**src/rtl/fifo_arb_pkg.sv**
```systemverilog
// Shared types and constants for the FIFO write-port arbiter.
// The stall counter is only built when FIFO_ARB_STATS_EN is defined.
package fifo_arb_pkg;

  typedef enum logic [0:0] {
    StIdle,
    StGrant
  } arb_state_e;

  localparam int unsigned StallCntW = 16;

  // The counter must be able to hold max_burst itself.
  function automatic int unsigned burst_cnt_w(input int unsigned max_burst);
    return $clog2(max_burst + 1);
  endfunction

endpackage

```
**src/rtl/rr_pick.sv**
```systemverilog
// Combinational round-robin selector: returns the first set request
// found by searching upward from last_i + 1, wrapping around.
module rr_pick #(
  parameter int unsigned NumReq = 4,
  parameter int unsigned IdxW   = $clog2(NumReq)
) (
  input  logic [NumReq-1:0] req_i,
  input  logic [IdxW-1:0]   last_i,
  output logic              found_o,
  output logic [IdxW-1:0]   idx_o
);

  int unsigned cand;

  always_comb begin
    found_o = 1'b0;
    idx_o   = '0;
    cand    = 0;
    // Offset NumReq wraps back to last_i, so it has the lowest priority.
    for (int unsigned off = 1; off <= NumReq; off++) begin
      cand = (32'(last_i) + off) % NumReq;
      if (!found_o && req_i[IdxW'(cand)]) begin
        found_o = 1'b1;
        idx_o   = IdxW'(cand);
      end
    end
  end

endmodule

```
**src/rtl/fifo_wr_arbiter.sv**
```systemverilog
// Round-robin arbiter sharing the FIFO write port, with bounded bursts.
// Define FIFO_ARB_STATS_EN to add the saturating stall_cnt_o output.
module fifo_wr_arbiter
  import fifo_arb_pkg::*;
#(
  parameter int unsigned NumReq   = 4,
  parameter int unsigned Width    = 8,
  parameter int unsigned MaxBurst = 4
) (
  input  logic                       clk_wr_i,
  input  logic                       rst_wr_ni,
  input  logic [NumReq-1:0]          req_valid_i,
  input  logic [NumReq*Width-1:0]    req_data_i,
  input  logic [NumReq-1:0]          req_last_i,
  output logic [NumReq-1:0]          req_ready_o,
  input  logic                       fifo_full_i,
  output logic                       fifo_wr_o,
  output logic [Width-1:0]           fifo_data_o,
  output logic [$clog2(NumReq)-1:0]  grant_id_o,
  output logic                       busy_o
`ifdef FIFO_ARB_STATS_EN
  ,
  output logic [StallCntW-1:0]       stall_cnt_o
`endif
);

  localparam int unsigned IdxW = $clog2(NumReq);
  localparam int unsigned CntW = burst_cnt_w(MaxBurst);
  localparam logic [CntW-1:0] BurstMax = CntW'(MaxBurst);

  arb_state_e      state_q, state_d;
  logic [IdxW-1:0] grant_q, grant_d;
  logic [IdxW-1:0] last_q, last_d;
  logic [CntW-1:0] burst_q, burst_d, burst_inc;

  logic             pick_found;
  logic [IdxW-1:0]  pick_idx;
  logic             g_valid, g_last, xfer;
  logic [Width-1:0] g_data;

  rr_pick #(
    .NumReq (NumReq),
    .IdxW   (IdxW)
  ) u_rr_pick (
    .req_i   (req_valid_i),
    .last_i  (last_q),
    .found_o (pick_found),
    .idx_o   (pick_idx)
  );

  always_comb begin
    g_valid = 1'b0;
    g_last  = 1'b0;
    g_data  = '0;
    for (int i = 0; i < NumReq; i++) begin
      if (grant_q == IdxW'(i)) begin
        g_valid = req_valid_i[i];
        g_last  = req_last_i[i];
        g_data  = req_data_i[i*Width +: Width];
      end
    end
  end

  assign xfer      = (state_q == StGrant) && g_valid && !fifo_full_i;
  assign burst_inc = burst_q + CntW'(1);

  always_comb begin
    fifo_wr_o   = xfer;
    fifo_data_o = xfer ? g_data : '0;
    for (int i = 0; i < NumReq; i++) begin
      req_ready_o[i] = xfer && (grant_q == IdxW'(i));
    end
  end

  assign grant_id_o = grant_q;
  assign busy_o     = (state_q == StGrant);

  always_comb begin
    state_d = state_q;
    grant_d = grant_q;
    last_d  = last_q;
    burst_d = burst_q;
    unique case (state_q)
      StIdle: begin
        if (pick_found) begin
          state_d = StGrant;
          grant_d = pick_idx;
          burst_d = '0;
        end
      end
      StGrant: begin
        if (!g_valid) begin
          // Requester abandoned its burst.
          state_d = StIdle;
          last_d  = grant_q;
        end else if (xfer) begin
          burst_d = burst_inc;
          if (g_last || (burst_inc == BurstMax)) begin
            state_d = StIdle;
            last_d  = grant_q;
          end
        end
      end
      default: state_d = StIdle;
    endcase
  end

  always_ff @(posedge clk_wr_i or negedge rst_wr_ni) begin
    if (!rst_wr_ni) begin
      state_q <= StIdle;
      grant_q <= '0;
      last_q  <= IdxW'(NumReq - 1);
      burst_q <= '0;
    end else begin
      state_q <= state_d;
      grant_q <= grant_d;
      last_q  <= last_d;
      burst_q <= burst_d;
    end
  end

`ifdef FIFO_ARB_STATS_EN
  logic [StallCntW-1:0] stall_q;

  always_ff @(posedge clk_wr_i or negedge rst_wr_ni) begin
    if (!rst_wr_ni) begin
      stall_q <= '0;
    end else if ((state_q == StGrant) && g_valid && fifo_full_i && (stall_q != '1)) begin
      stall_q <= stall_q + StallCntW'(1);
    end
  end

  assign stall_cnt_o = stall_q;
`endif

endmodule
```
**config.mk**
```make
export PLATFORM = sky130hd
export DESIGN_NAME = fifo_wr_arbiter
export DESIGN_NICKNAME = d
export VERILOG_FILES = /design/src/rtl/fifo_arb_pkg.sv /design/src/rtl/rr_pick.sv /design/src/rtl/fifo_wr_arbiter.sv
export SDC_FILE = /design/constraint.sdc
export NUM_CORES = 1
export LEC_CHECK = 0
export ABC_AREA = 1
export CORE_ASPECT_RATIO = 1.5
export CORE_MARGIN = 10
export CORE_UTILIZATION = 35
export DETAILED_ROUTE_END_ITERATION = 6
export PLACE_DENSITY = 0.73
export SLEW_MARGIN = 40
export SYNTH_ARGS = -nofsm -noshare
export SYNTH_HDL_FRONTEND = slang
export SYNTH_HIERARCHICAL = 1
export SYNTH_SLANG_ARGS = --single-unit
export TNS_END_PERCENT = 100
```
**constraint.sdc**
```tcl
create_clock -name clk_wr_i -period 2.9 [get_ports clk_wr_i]
set_clock_uncertainty 0.05 [all_clocks]
set_input_delay 0.29 -clock clk_wr_i [delete_from_list [all_inputs] [get_ports clk_wr_i]]
set_output_delay 0.29 -clock clk_wr_i [all_outputs]
set_load 0.01 [all_outputs]
```
* Word level (Yosys, flattened, before mapping)
Index checks and enable logic that the tools add are counted.
** Storage, ports and cells
- Register bits after elaboration :: 8
- Memories kept :: 0
- Latch bits :: 0
- Input port bits :: 43
- Output and inout bits :: 16
- Logic and storage cells :: 82
- Memory bits (writable) :: 0
- Bits in read-only memories :: 0
** Operators by class
- Bitwise logic cells :: 1
- Div/mod/pow operators :: 0
- Multiply operators :: 0
- Mux-type cells :: 41
- Shift-type cells :: 0
- Equal/unequal tests :: 9
- Reduce and logical (&&, ||, !) cells :: 18
- Add/sub/neg operators :: 5
- Magnitude comparators :: 4
** Operator list (number)
- 2-to-1 mux 8 bit :: 5
- 2-to-1 mux 1 bit :: 20
- 2-to-1 mux 2 bit :: 7
- less-than comparator 2 x 3 -> 1 bit, second input constant :: 4
- logical AND 1 bit :: 9
- 2-to-1 mux 3 bit :: 3
- binary-select mux 1 bit (select 2 bit) :: 4
- inequality test 2 x 1 -> 1 bit, second input constant :: 4
- case mux 3 bit (2 select lines) :: 1
- AND reduction 3 bit :: 2
- adder 2 x 1 -> 2 bit, second input constant :: 2
- adder 2 bit, second input constant :: 2
- equality test 2 bit, second input constant :: 2
- zero test 1 bit :: 4
- adder 3 x 1 -> 3 bit, second input constant :: 1
- equality test 3 bit, second input constant :: 1
- equality test 2 x 1 -> 1 bit, second input constant :: 1
- zero test 2 bit :: 1
- inequality test 2 bit, second input constant :: 1
- case mux 1 bit (2 select lines) :: 1
- AND reduction 2 bit :: 1
- logical OR 1 bit :: 1
- NOT 1 bit :: 1

* Logic depth before layout (Yosys ltp)
Gate-level depths: netlist (run 1).
- Word-level depth :: 15
- Gate-level depth with buffers :: 11
- Mapped depth without buffers :: 10

* Modules after synthesis
Netlist (run 1), hierarchy kept.
** Modules (own cells, without submodules)
- fifo_wr_arbiter :: seq. area each 202.7 um^2, area an instance 813.3 um^2, instances 1, cells each 122
- rr_pick :: seq. area each 0.0 um^2, area an instance 290.3 um^2, instances 1, cells each 49

* Least setup slack after synthesis (run 1)
OpenSTA, ideal clock, no wires.
- Path type :: register to output
- Start point :: register grant_q[1] (netlist: grant_id_o[1])
- End point :: output port fifo_data_o[0]
- Data arrival time :: 1362 ps
- Stages on the path, launching flop included :: 8
- Buffers on the path :: 2
- Slack :: 1198 ps
- Required time :: 2560 ps
- Cell sequence :: dfrtp_1 buf_6 inv_2 buf_4 nand3_1 nand2_1 o21ai_0 a211oi_1
** Between the ends
- Cells in the longest elaborated chain, start to end :: 8
- Elaborated cells on any way between the ends :: 15
- Those cells by class :: eq/ne: 3; mux: 9; reduce/logical: 3
** Ends and longest elaborated chain
- start, declared :: line fifo_wr_arbiter.sv:32 : logic [IdxW-1:0] grant_q, grant_d;
- start signal, assigned :: line fifo_wr_arbiter.sv:116 : grant_q <= grant_d;
- zero test 2 bit :: line fifo_wr_arbiter.sv:56 : if (grant_q == IdxW'(i)) begin
- 2-to-1 mux 1 bit (4 in series) :: line fifo_wr_arbiter.sv:56
- logical AND 1 bit (2 in series) :: line fifo_wr_arbiter.sv:64 : assign xfer = (state_q == StGrant) && g_valid && !fifo_full_i;
- 2-to-1 mux 8 bit * :: line fifo_wr_arbiter.sv:69 : fifo_data_o = xfer ? g_data : '0;
- end, declared :: line fifo_wr_arbiter.sv:18 : output logic [Width-1:0] fifo_data_o,
Every way passes the cells marked *; elsewhere a longest branch is shown, timed or not.

* Worst setup path after layout (run 1)
- Start point :: register grant_q[0] (netlist: grant_id_o[0])
- End point :: output port fifo_data_o[7]
The elaborated chain is that of the path after synthesis.

==> results of run 1 <==
[worst max-delay path, stage by stage, from the launching register on]
cell and delay [ps]:
dfrtp_1 550, buf_4 210, nor2_2 50, nand2_1 90, nand3_2 70, nand2_2 100, nand3_4 220, a211oi_1 260
clkdlybuf4s50_1 580
[stage by stage]
step / instance area [um^2] / hold slack (ps)
floorplan: 1100 / -55.6
global placement: 1700 / 459
detailed placement: 1700 / 467
CTS: 1750 / 288
global route: 1750 / 315
finish: 1750 / 280
[state kept, by name, indices dropped and copies added, names as in the netlist]
signal / flops
last_q: 2
burst_q: 3
grant_id_o: 2
busy_o: 1
[worst min-delay path by stage]
stage	cells past startpoint	slack, ps	to
2_1_floorplan	0	-60	burst_q[0]
3_3_place_gp	2	460	burst_q[2]
3_5_place_dp	2	470	burst_q[2]
4_1_cts	1	290	busy_o
5_1_grt	1	320	burst_q[0]
6_report	1	280	busy_o
[synthesized netlist by cell type]
library cell / n
a211oi_1: 3
a21oi_1: 5
a21oi_2: 3
a31oi_1: 1
buf_2: 2
buf_4: 2
buf_6: 3
clkbuf_1: 1
dfrtp_1: 6
dfstp_2: 2
ha_1: 2
inv_1: 9
inv_2: 3
inv_6: 1
nand2_1: 41
nand2_2: 11
nand2_4: 5
nand3_1: 18
nand3_2: 2
nand3_4: 1
nand3b_1: 2
nand4_1: 6
nor2_1: 14
nor2_2: 6
nor2_4: 1
nor3_2: 1
o21a_1: 1
o21ai_0: 15
o21ai_1: 1
o22ai_1: 2
xor2_1: 1
[layout by cell type, fill, tap and decap left out, types with 2 or more instances in the layout]
| master | n |
|---|---|
| clkdlybuf4s50_1 | 58 |
| nand2_1 | 41 |
| nand3_1 | 18 |
| o21ai_0 | 15 |
| nor2_1 | 14 |
| nand2_2 | 11 |
| inv_1 | 9 |
| nor2_2 | 6 |
| nand4_1 | 6 |
| dfrtp_1 | 6 |
| a21oi_1 | 5 |
| nand2_4 | 5 |
| buf_4 | 4 |
| inv_2 | 3 |
| a21oi_2 | 3 |
| a211oi_1 | 3 |
| clkbuf_8 | 3 |
| nand3b_1 | 2 |
| nand3_2 | 2 |
| o22ai_1 | 2 |
| ha_1 | 2 |
| dfstp_2 | 2 |
[cells by family after synthesis]
family / after synthesis / synth area share [%]
flip-flops: 8 / 18.4
AND/OR/NAND/NOR: 108 / 51.7
AO/OA/AOI/OAI: 31 / 16.3
buffers and inverters: 21 / 10.5
XOR/XNOR: 1 / 0.794
adder cells (fa/ha/maj): 2 / 2.27
[routing by layer]
| layer | vias to the layer above | global-route usage [%] | part of all wire, % |
|---|---|---|---|
| met5 | - | 0 | 0 |
| met3 | 2 | 4.30 | 7.7 |
| met1 | 585 | 13.5 | 36 |
| met4 | 0 | 3.52 | 0.79 |
| li1 | 686 | - | - |
| met2 | 43 | 25.1 | 55 |
[area by class of cell]
cell class | count | area, um^2
multi-input cells | 142 | 785
fillers | 290 | 1230
inverters | 13 | 53.8
repair buffers | 62 | 611
clock buffers | 4 | 45.0
flip-flops and latches | 8 | 203
well taps | 39 | 48.8
[report_power, final]
part,internal (mW),switching [mW]
sequential,0.181,0.130
clock,0.0956,0.0484
combinational,0.517,0.716
total,0.794,0.894
==> impl_metrics.env, run 1 <==
export IMPL_num_vias=1316
export IMPL_grt_pass1_vias=1320
export IMPL_fin_nets=275
export IMPL_drt_iter0_markers=53
export IMPL_worstPathRequired_ps=2560
export IMPL_clock_sinks=8
export IMPL_hpwlAfterDp_um=3130
export IMPL_gr_total_overflow=0
export IMPL_ios=59
export IMPL_setup_worst_path_end_class="primary output"
export IMPL_antenna_found_initial=0
export IMPL_maxSlewViolCount=0
export IMPL_worst_pin_slew_ps=414
export IMPL_clk_pin_slew_worst_paths_ps=40
export IMPL_h_tree_depth=1
export IMPL_cts_hold_buf=0
export IMPL_die_w_um=65.8
export IMPL_reg2reg_slack_ps=1000
export IMPL_synth_top_area_share_pct=13.9
export IMPL_ys_types=31
export IMPL_cts_made_buffers=3
export IMPL_initial_core_util_pct=37.1
export IMPL_crit_path_end="fifo_data_o[7]"
export IMPL_die_h_um=88.8
export IMPL_dp_cells=264
export IMPL_rows=24
export IMPL_drcViolationCount=0
export IMPL_arrival_ps=2390
export IMPL_synthTopCellsByArea="nand2_1, dfrtp_1, nand3_1, o21ai_0, nand2_2"
export IMPL_clockBufferDepth=2
export IMPL_cp_start_kind="register"
export IMPL_viasPerCell=4.91
export IMPL_rr_startpoint="last_q[0]"
export IMPL_rsz0062_at_grt="false"
export IMPL_fin_util_pct=58.7
export IMPL_portBuffers=58
export IMPL_final_antenna_net_count=0
export IMPL_ys_ff_latch=8
export IMPL_drt_first_pass_iters=5
export IMPL_p_leak_nw=0.775
export IMPL_critPathKind="reg -> out"
export IMPL_ff2ff_path_depth=10
export IMPL_core_area_um2=2970
export IMPL_hold_violations=0
export IMPL_ys_warn_count=6
export IMPL_grt_use_total_pct=13.3
export IMPL_finalSetupViolations=0
export IMPL_dpl_worst_slack_ps=306
export IMPL_tns_ps=0
export IMPL_cts_tree="done"
export IMPL_dieArea_um2=5850
export IMPL_clock_insertion_delay_worst_skew_ps=240
export IMPL_status="finished, final reports clean"
export IMPL_area_growth_synth_to_final_pct=58.2
export IMPL_powerDensity_nw_per_um2=967
export IMPL_grt_max_degree=17
export IMPL_n_antenna_cell=0
export IMPL_ys_seq_area_share_pct=18.4
export IMPL_post_cts_repair_setup_buffers=0
export IMPL_fmax_ghz=0.367
export IMPL_cts_root_buffer_cell="clkbuf_8"
export IMPL_fin_crit_sh_pct=94.0
export IMPL_peakVddDrop_mv=0.481
export IMPL_mappedNetlistArea_um2=1100
export IMPL_drt_wl_total_um=3790
export IMPL_synth_cells=171
export IMPL_cts_resized=0
export IMPL_critPathMaxFanout=16
export IMPL_min_path_type="in -> async"
export IMPL_stdcell_count=268
export IMPL_min_period_ps=2730
export IMPL_gp_congestion=0.839
export IMPL_wire_per_inst_um=14.1
export IMPL_drv_cap=0
export IMPL_grt_pass1_wl_um=6210
export IMPL_synth_top_area_cell="nand2_1"
export IMPL_r2r_end="burst_q[0]"
export IMPL_final_layout_size_suffix_gt1_share_pct=18.8
export IMPL_cp_startpoint="grant_id_o[0]"
export IMPL_syn_nets=216
export IMPL_total_power_mw=1.69
export IMPL_fin_ws_ps=175
export IMPL_synth_area_per_cell_um2=6.45
export IMPL_slew_headroom_pct=72.4
No activity file was read; power rests on OpenSTA's default activity.
==> run 2, diff against run 1 <==
--- a/config.mk
+++ b/config.mk
@@ -10,6 +10,7 @@
 export CORE_MARGIN = 10
 export CORE_UTILIZATION = 35
 export DETAILED_ROUTE_END_ITERATION = 6
+export HOLD_SLACK_MARGIN = 0.02
 export PLACE_DENSITY = 0.73
 export SLEW_MARGIN = 40
 export SYNTH_ARGS = -nofsm -noshare
==> results of run 2 <==
Same layout as run 1: the final DEF is identical, and so are final timing and power.
